==> src/rtl/ascon_perm_iter.sv <==
// Iterative ASCON permutation: one round (pc, ps, pl) per clock over a 320-bit state register.
// mode_i selects p^a (constant indices from 12-ROUNDS_A) or p^b (from 12-ROUNDS_B) up to 11.
module ascon_perm_iter #(
    parameter int unsigned ROUNDS_A = 12,
    parameter int unsigned ROUNDS_B = 6
) (
    input  logic             clock_i,
    input  logic             resetb_i,
    input  logic             start_i,
    input  logic             mode_i,
    input  logic [4:0][63:0] state_i,
    output logic [4:0][63:0] state_o,
    output logic             busy_o,
    output logic             done_o
);

    typedef enum logic [0:0] {StIdle, StRun} st_e;

    localparam logic [3:0] R0_A     = 4'(12 - ROUNDS_A);
    localparam logic [3:0] R0_B     = 4'(12 - ROUNDS_B);
    localparam logic [3:0] RND_LAST = 4'd11;

    st_e              st_q;
    logic [3:0]       rnd_q;
    logic [4:0][63:0] state_q;
    logic             busy_q;
    logic             done_q;

    logic [3:0]       rnd_sel;
    logic [4:0][63:0] state_sel;
    logic [4:0][63:0] state_d;

    function automatic logic [63:0] ror(input logic [63:0] x, input int unsigned n);
        return (x >> n) | (x << (64 - n));
    endfunction

    function automatic logic [4:0][63:0] ascon_round(input logic [4:0][63:0] s,
                                                     input logic [3:0] r);
        logic [63:0] x0, x1, x2, x3, x4;
        logic [63:0] t0, t1, t2, t3, t4;
        logic [3:0]  c;
        c  = 4'hF - r;
        x0 = s[0];
        x1 = s[1];
        x2 = s[2] ^ {56'd0, c, r};
        x3 = s[3];
        x4 = s[4];
        // Bitsliced S-box, x0 is the MSB of each 5-bit column.
        x0 = x0 ^ x4;
        x4 = x4 ^ x3;
        x2 = x2 ^ x1;
        t0 = ~x0 & x1;
        t1 = ~x1 & x2;
        t2 = ~x2 & x3;
        t3 = ~x3 & x4;
        t4 = ~x4 & x0;
        x0 = x0 ^ t1;
        x1 = x1 ^ t2;
        x2 = x2 ^ t3;
        x3 = x3 ^ t4;
        x4 = x4 ^ t0;
        x1 = x1 ^ x0;
        x0 = x0 ^ x4;
        x3 = x3 ^ x2;
        x2 = ~x2;
        x0 = x0 ^ ror(x0, 19) ^ ror(x0, 28);
        x1 = x1 ^ ror(x1, 61) ^ ror(x1, 39);
        x2 = x2 ^ ror(x2, 1)  ^ ror(x2, 6);
        x3 = x3 ^ ror(x3, 10) ^ ror(x3, 17);
        x4 = x4 ^ ror(x4, 7)  ^ ror(x4, 41);
        return {x4, x3, x2, x1, x0};
    endfunction

    // The single round datapath is shared between the start round and the RUN rounds.
    always_comb begin
        rnd_sel   = rnd_q;
        state_sel = state_q;
        if (st_q == StIdle) begin
            rnd_sel   = mode_i ? R0_B : R0_A;
            state_sel = state_i;
        end
        state_d = ascon_round(state_sel, rnd_sel);
    end

    always_ff @(posedge clock_i or negedge resetb_i) begin
        if (!resetb_i) begin
            st_q    <= StIdle;
            rnd_q   <= 4'd0;
            state_q <= '0;
            busy_q  <= 1'b0;
            done_q  <= 1'b0;
        end else begin
            unique case (st_q)
                StIdle: begin
                    done_q <= 1'b0;
                    if (start_i) begin
                        state_q <= state_d;
                        if (rnd_sel == RND_LAST) begin
                            rnd_q  <= RND_LAST;
                            done_q <= 1'b1;
                        end else begin
                            rnd_q  <= rnd_sel + 4'd1;
                            st_q   <= StRun;
                            busy_q <= 1'b1;
                        end
                    end
                end
                StRun: begin
                    state_q <= state_d;
                    if (rnd_q == RND_LAST) begin
                        st_q   <= StIdle;
                        busy_q <= 1'b0;
                        done_q <= 1'b1;
                    end else begin
                        rnd_q <= rnd_q + 4'd1;
                    end
                end
                default: st_q <= StIdle;
            endcase
        end
    end

    assign state_o = state_q;
    assign busy_o  = busy_q;
    assign done_o  = done_q;

endmodule
==> config.mk <==
export PLATFORM = sky130hd
export DESIGN_NAME = ascon_perm_iter
export DESIGN_NICKNAME = d
export VERILOG_FILES = /design/src/rtl/ascon_perm_iter.sv
export SDC_FILE = /design/constraint.sdc
export NUM_CORES = 1
export LEC_CHECK = 0
export CORE_MARGIN = 10
export CORE_UTILIZATION = 30
export CTS_BUF_LIST = sky130_fd_sc_hd__clkbuf_8
export CTS_CLUSTER_DIAMETER = 60
export CTS_CLUSTER_SIZE = 24
export DETAILED_ROUTE_END_ITERATION = 7
export HOLD_SLACK_MARGIN = 0.15
export MAX_ROUTING_LAYER = met4
export SYNTH_ARGS = -nofsm -noshare
export SYNTH_HDL_FRONTEND = slang
export SYNTH_SLANG_ARGS = --single-unit
==> constraint.sdc <==
create_clock -name clock_i -period 7.7 [get_ports clock_i]
set_input_delay 1.155 -clock clock_i [delete_from_list [all_inputs] [get_ports clock_i]]
set_output_delay 1.155 -clock clock_i [all_outputs]
set_load 0.03 [all_outputs]
Word level (Yosys, flattened, before mapping)

Cells that the tools add are included.
Widths: inputs -> output; s select.

Add/subtract/negate cells: 3
Equal/unequal tests: 6
Multiplexer cells: 21
Bitwise gates (word level): 44
Reduce and logical (&&, ||, !) cells: 2

Operators by type and width:

| cell                | number |
|---|---|
| $xor 64x64->64      | 21 |
| $mux 320            | 2 |
| $pmux 320 s2        | 1 |
| $not 64->64         | 6 |
| $and 64x64->64      | 5 |
| $or 23x64->64       | 1 |
| $or 25x64->64       | 1 |
| $or 3x64->64        | 1 |
| $or 36x64->64       | 1 |
| $or 45x64->64       | 1 |
| $or 47x64->64       | 1 |
| $or 54x64->64       | 1 |
| $or 57x64->64       | 1 |
| $or 58x64->64       | 1 |
| $or 63x64->64       | 1 |
| $xor 64x8->64       | 1 |
| $mux 4              | 4 |
| $mux 1              | 9 |
| $add 4x1->4 const B | 2 |
| $eq 4x4->1 const B  | 2 |
| $pmux 4 s2          | 1 |
| $ne 2x2->1 const B  | 3 |
| $pmux 1 s2          | 3 |
| $sub 4x4->4 const A | 1 |
| other kinds (5)     | 5 |

Flip-flop bits (word level): 327
Bits of input ports: 324
Output and inout port bits: 322
Word-level logic and storage cells: 85

Logic depth before layout (Yosys ltp)

Depth after elaboration: 14
Depth in mapped cells: 15
Gate-level depth less buffers: 8

Worst setup path after synthesis

OpenSTA, ideal clock, no wires.

Path type: register -> register
From: register st_q
To: register state_q (netlist bit state_o[206])
Setup time: 0.083 ns
Arrival time: 3.562 ns
Required time: 7.617 ns
Path slack: 4.055 ns
Stages on the path, launching flop included: 15
Path buffers: 7
Period minus slack after synthesis: 3.645 ns
Path through: dfrtp_1 -> buf_4 -> buf_12 -> buf_8 -> buf_6 -> buf_4 -> clkbuf_1 -> buf_2 -> mux2_2 -> ha_1 -> xnor2_1 -> xnor2_1 -> xnor2_1 -> xor3_1 -> o21ai_0

Word-level cells in the longest chain between the ends: 11
Elaborated cells on any way between the ends: 20
Classes of those cells: 1 x eq/ne; 3 x mux; 16 x bitwise

RTL lines:

| what                        | RTL line | source |
|---|---|---|
| start, declared             | 23       | `st_e st_q;` |
| start signal, assigned      | 87       | `st_q <= StIdle;` |
| start signal, assigned      | 103      | `st_q <= StRun;` |
| start signal, assigned      | 111      | `st_q <= StIdle;` |
| $mux 320                    | 78       | `if (st_q == StIdle) begin` |
| $xor 64x64->64              | 50       | `x4 = x4 ^ x3;` |
| $not 64->64                 | 56       | `t4 = ~x4 & x0;` |
| $and 64x64->64              | 56       |  |
| $xor 64x64->64              | 60       | `x3 = x3 ^ t4;` |
| $xor 64x64->64              | 64       | `x3 = x3 ^ x2;` |
| $or 54x64->64               | 34       | `return (x >> n) \| (x << (64 - n));` |
| $xor 64x64->64 (2 in a row) | 69       | `x3 = x3 ^ ror(x3, 10) ^ ror(x3, 17);` |
| $mux 320                    | 96       | `if (start_i) begin` |
| $pmux 320 s2                | 93       | `unique case (st_q)` |
| end signal, assigned        | 97       | `state_q <= state_d;` |
| end signal, assigned        | 109      | `state_q <= state_d;` |
| end, declared               | 25       | `logic [4:0][63:0] state_q;` |

Parallel ways exist; a longest one is shown, timed or not. The select of a mux whose other input is x is not followed.
A chain may end at the register's enable or synchronous reset.

Worst setup path after layout

From: register st_q
To: register state_q (netlist bit state_o[248])

Same word-level chain as after synthesis.

==> reports/summary.txt <==
TIMING
---------------------------------------------------------------------------------
RSZ-0062 raised after global routing ...............................        false
Final-report max-slew violation count ..............................            0
Post-layout min period .............................................      4.86 ns
Fmax ...............................................................    0.206 GHz
Worst-case setup margin in the final layout ........................      2.84 ns
Crit share post-route ..............................................        63.1%
Hold violation total from the final report .........................            0
Slew at the pin closest to its max-slew limit ......................      1.33 ns
Worst rel slew slack ...............................................        10.6%
Count of endpoints failing setup in the final report ...............            0
Fin Setup TNS ......................................................         0 ns
Worst clock skew ...................................................    0.0541 ns

CRITICAL PATH
---------------------------------------------------------------------------------
Required @ worst endpoint ..........................................      8.30 ns
Arrival time at the worst endpoint .................................      5.46 ns
Cells traversed along the worst timing path ........................ buf_12 -> buf_12 -> mux2i_1 -> ha_1 -> xnor2_1 -> xnor2_1 -> xnor2_1 -> xnor3_1 -> o21ai_0
Worst path slowest cell ............................................      dfrtp_4
Critical Path Max Stage Delay ......................................      0.87 ns
Worst path bufs/invs ...............................................            2
Critical path's top delay family ................................... XOR/XNOR gates
CP Launch Type .....................................................    flip-flop
Critical path class ................................................      reg2reg
Peak fanout along the critical path ................................           58
Most prevalent standard cell on the critical path ..................      xnor2_1
Type of destination of the critical path ...........................    flip-flop

GRT
---------------------------------------------------------------------------------
First-pass GRT wire length .........................................    226000 µm
Via count of the first global-routing pass .........................        25900
Gr ovfl total ......................................................            0
Number of antenna violations at the first check in global routing ..            6
Overall routing resource usage .....................................        27.6%
Largest net degree at the start of global routing ..................          168

YOSYS
---------------------------------------------------------------------------------
Flip-flop cell with the highest count after synthesis ..............      dfrtp_1
Synth Area in Compound Gates .......................................        5.67%
Count of distinct cell types in the synthesized netlist ............           40
Post-synthesis cell area ...........................................    32800 µm²
Top cells by area, synth ........................................... dfrtp_1 (25%), xnor2_1 (19%), xnor3_1 (17%)
Xor and xnor area share after synthesis ............................        40.6%
Total number of yosys warnings .....................................            0
Syn_nets ...........................................................         3417
Fraction of registers with async set/reset .........................         100%
Library cell occupying the most area in the post-synthesis netlist .      dfrtp_1
Top cell type's share of synthesized area ..........................        24.9%
Post-synth EDFFs ...................................................            0
Number of standard cells after synthesis ...........................         2964
Largest family of logic cells by synthesized area .................. XOR/XNOR gates
Area share of and/or/nand/nor cells after synthesis ................        7.21%
Portion of netlist area occupied by mux cells ......................        14.4%
Sequential element share of the synthesized area ...................        24.9%
Mean Syn Cell Area .................................................     11.1 µm²
Synthesized-area fraction occupied by adder cells ..................        5.01%
Synth Register Bits ................................................          327

PLACEMENT
---------------------------------------------------------------------------------
Routability congestion estimate ....................................         1.03
Placement-stage worst setup slack ..................................      2.66 ns
Placed Area ........................................................    40900 µm²
Detailed Place HPWL ................................................    145000 µm
Total of buffers placed on input and output ports ..................          645

FINAL LAYOUT
---------------------------------------------------------------------------------
Fin nets ...........................................................         4051
Share of cells above drive strength 1 ..............................        12.3%
Summed area of non-filler cells in the final layout ................    42200 µm²
Most common cell after layout, fill and taps aside .................      xnor2_1
Seq. cell area .....................................................     8190 µm²
Synth-to-layout area growth ........................................        28.5%
Footprint of the multi-input gates .................................    23900 µm²
Commonest cells after routing, fill and taps aside ................. xnor2_1 (705), clkdlybuf4s50_1 (644), dfrtp_1 (326), nand2_1 (286), xnor3_1 (243)
Filler cell count in the final layout ..............................        10700

FLOORPLAN
---------------------------------------------------------------------------------
IO Count ...........................................................          646
Full die area ......................................................   123000 µm²
Die width ..........................................................       351 µm
Number of rows created at floorplan ................................          121
Starting density of the core .......................................        30.2%
Die H ..............................................................       351 µm
Area of the core region ............................................   109000 µm²

DRT
---------------------------------------------------------------------------------
Via-per-instance ratio .............................................         5.12
DR iter-0 viols ....................................................         2532
Total DRC errors in the routed layout ..............................            0
Drt pass-1 iters ...................................................            5
Total wire length ..................................................    170000 µm
Total number of vias ...............................................        25900
Wire length per cell ...............................................      33.7 µm
Remaining antenna violation count after routing ....................            0

CLOCK NETWORK
---------------------------------------------------------------------------------
Clk pin slew, worst setup/hold paths ...............................      0.11 ns
Count of H-tree levels built during CTS ............................            2
TritonCTS Buffers ..................................................           50
Clk Tree Root Cell .................................................     clkbuf_8
Clock buffer depth .................................................            3
Sinks on Clock Net .................................................          327
Clock network latency to the later pin of the worst-skew pair ......      0.70 ns
Number of cells upsized or downsized after cts .....................            0
TritonCTS clock tree ...............................................        built
CTS Hold Bufs ......................................................            0
Post-CTS setup buffer count ........................................            0

STATUS
---------------------------------------------------------------------------------
Status ............................................................. finished, final reports clean

MIN PATH
---------------------------------------------------------------------------------
Type of the most critical hold path ................................      reg2reg

RUN
---------------------------------------------------------------------------------
Max-Cap Viols ......................................................            0

-- path summary, 6_finish.rpt --
| path | cells past startpoint | startpoint | to | slack [ns] |
|---|---|---|---|---|
| max in group asynchronous | 2 | resetb_i | st_q$_DFF_PN0_ | 5.34 |
| hold / removal | 2 | done_o$_DFFE_PN0P_ | done_o$_DFFE_PN0P_ | 0.49 |
| setup reg to reg | 9 | st_q$_DFF_PN0_ | state_o[248]$_DFFE_PN0P_ | 2.84 |
| min in group asynchronous | 1 | resetb_i | state_o[170]$_DFFE_PN0P_ | 0.51 |
| hold reg to reg | 2 | done_o$_DFFE_PN0P_ | done_o$_DFFE_PN0P_ | 0.49 |
| setup / recovery | 9 | st_q$_DFF_PN0_ | state_o[248]$_DFFE_PN0P_ | 2.84 |
-- per-layer routing --
metal,track usage [%],part of all wire [%],vias up,wire [µm]
met5,-,0,-,0
met4,11.5,5.0,0,8440
met3,5.60,7.9,262,13500
met2,45.1,48,1190,81700
met1,33.0,39,13100,66600
li1,-,-,11400,-
-- cell type report --
cell class / instances / area share, %
diodes: 6 / 0.0356
clock buffers: 53 / 1.73
clock inverters: 40 / 1.20
inverters: 12 / 0.113
multi-input cells: 2506 / 56.8
flip-flops and latches: 327 / 19.4
well taps: 1414 / 4.20
repair buffers: 701 / 16.6
-- registers in the layout, indices dropped and copies added (netlist names) --
signal / cells
state_o: 320
st_q: 1
busy_o: 1
rnd_q: 4
done_o: 1
-- per-stage QoR --
stage	hold slack (ns)	util (%)	std cells
CTS	0.494	38.8	5053
finish	0.493	38.8	5059
floorplan	0.556	-	2964
global route	0.524	38.8	5058
global placement	0.470	37.6	4960
detailed placement	0.473	37.6	4960
-- cell families (layout without fill, tap and decap cells) --
logic type,after synthesis,in the layout
XOR/XNOR,1076,1076
AO/OA/AOI/OAI,354,354
flip-flops,327,327
adder cells (fa/ha/maj),132,132
other,0,6
buffers and inverters,131,806
AND/OR/NAND/NOR,573,573
multiplexers,371,371
-- worst min-delay path, cell delays in order, from the launching register on --
cell and delay [ns]:
dfrtp_1 0.35, nand2_1 0.05, nand2_1 0.06
-- cells in the mapped netlist (2+ instances only) --
cell type / number
xnor2_1: 708
dfrtp_1: 327
nand2_1: 286
xnor3_1: 243
nor2_1: 200
mux2_2: 146
mux2i_1: 136
ha_1: 129
a21oi_1: 125
o21ai_0: 110
o21ai_1: 84
nor2b_1: 80
xor2_1: 64
clkbuf_1: 51
xnor2_2: 49
mux2i_4: 48
buf_2: 44
mux2i_2: 33
a211oi_1: 27
buf_6: 12
inv_1: 11
mux4_2: 8
xnor3_2: 8
buf_4: 6
o21a_1: 5
buf_12: 4
xor3_1: 4
and2_1: 2
maj3_1: 2
nand3_1: 2
Power is not shown: default switching activity piles up to over one toggle a cycle in this logic, so the estimate is an artifact.
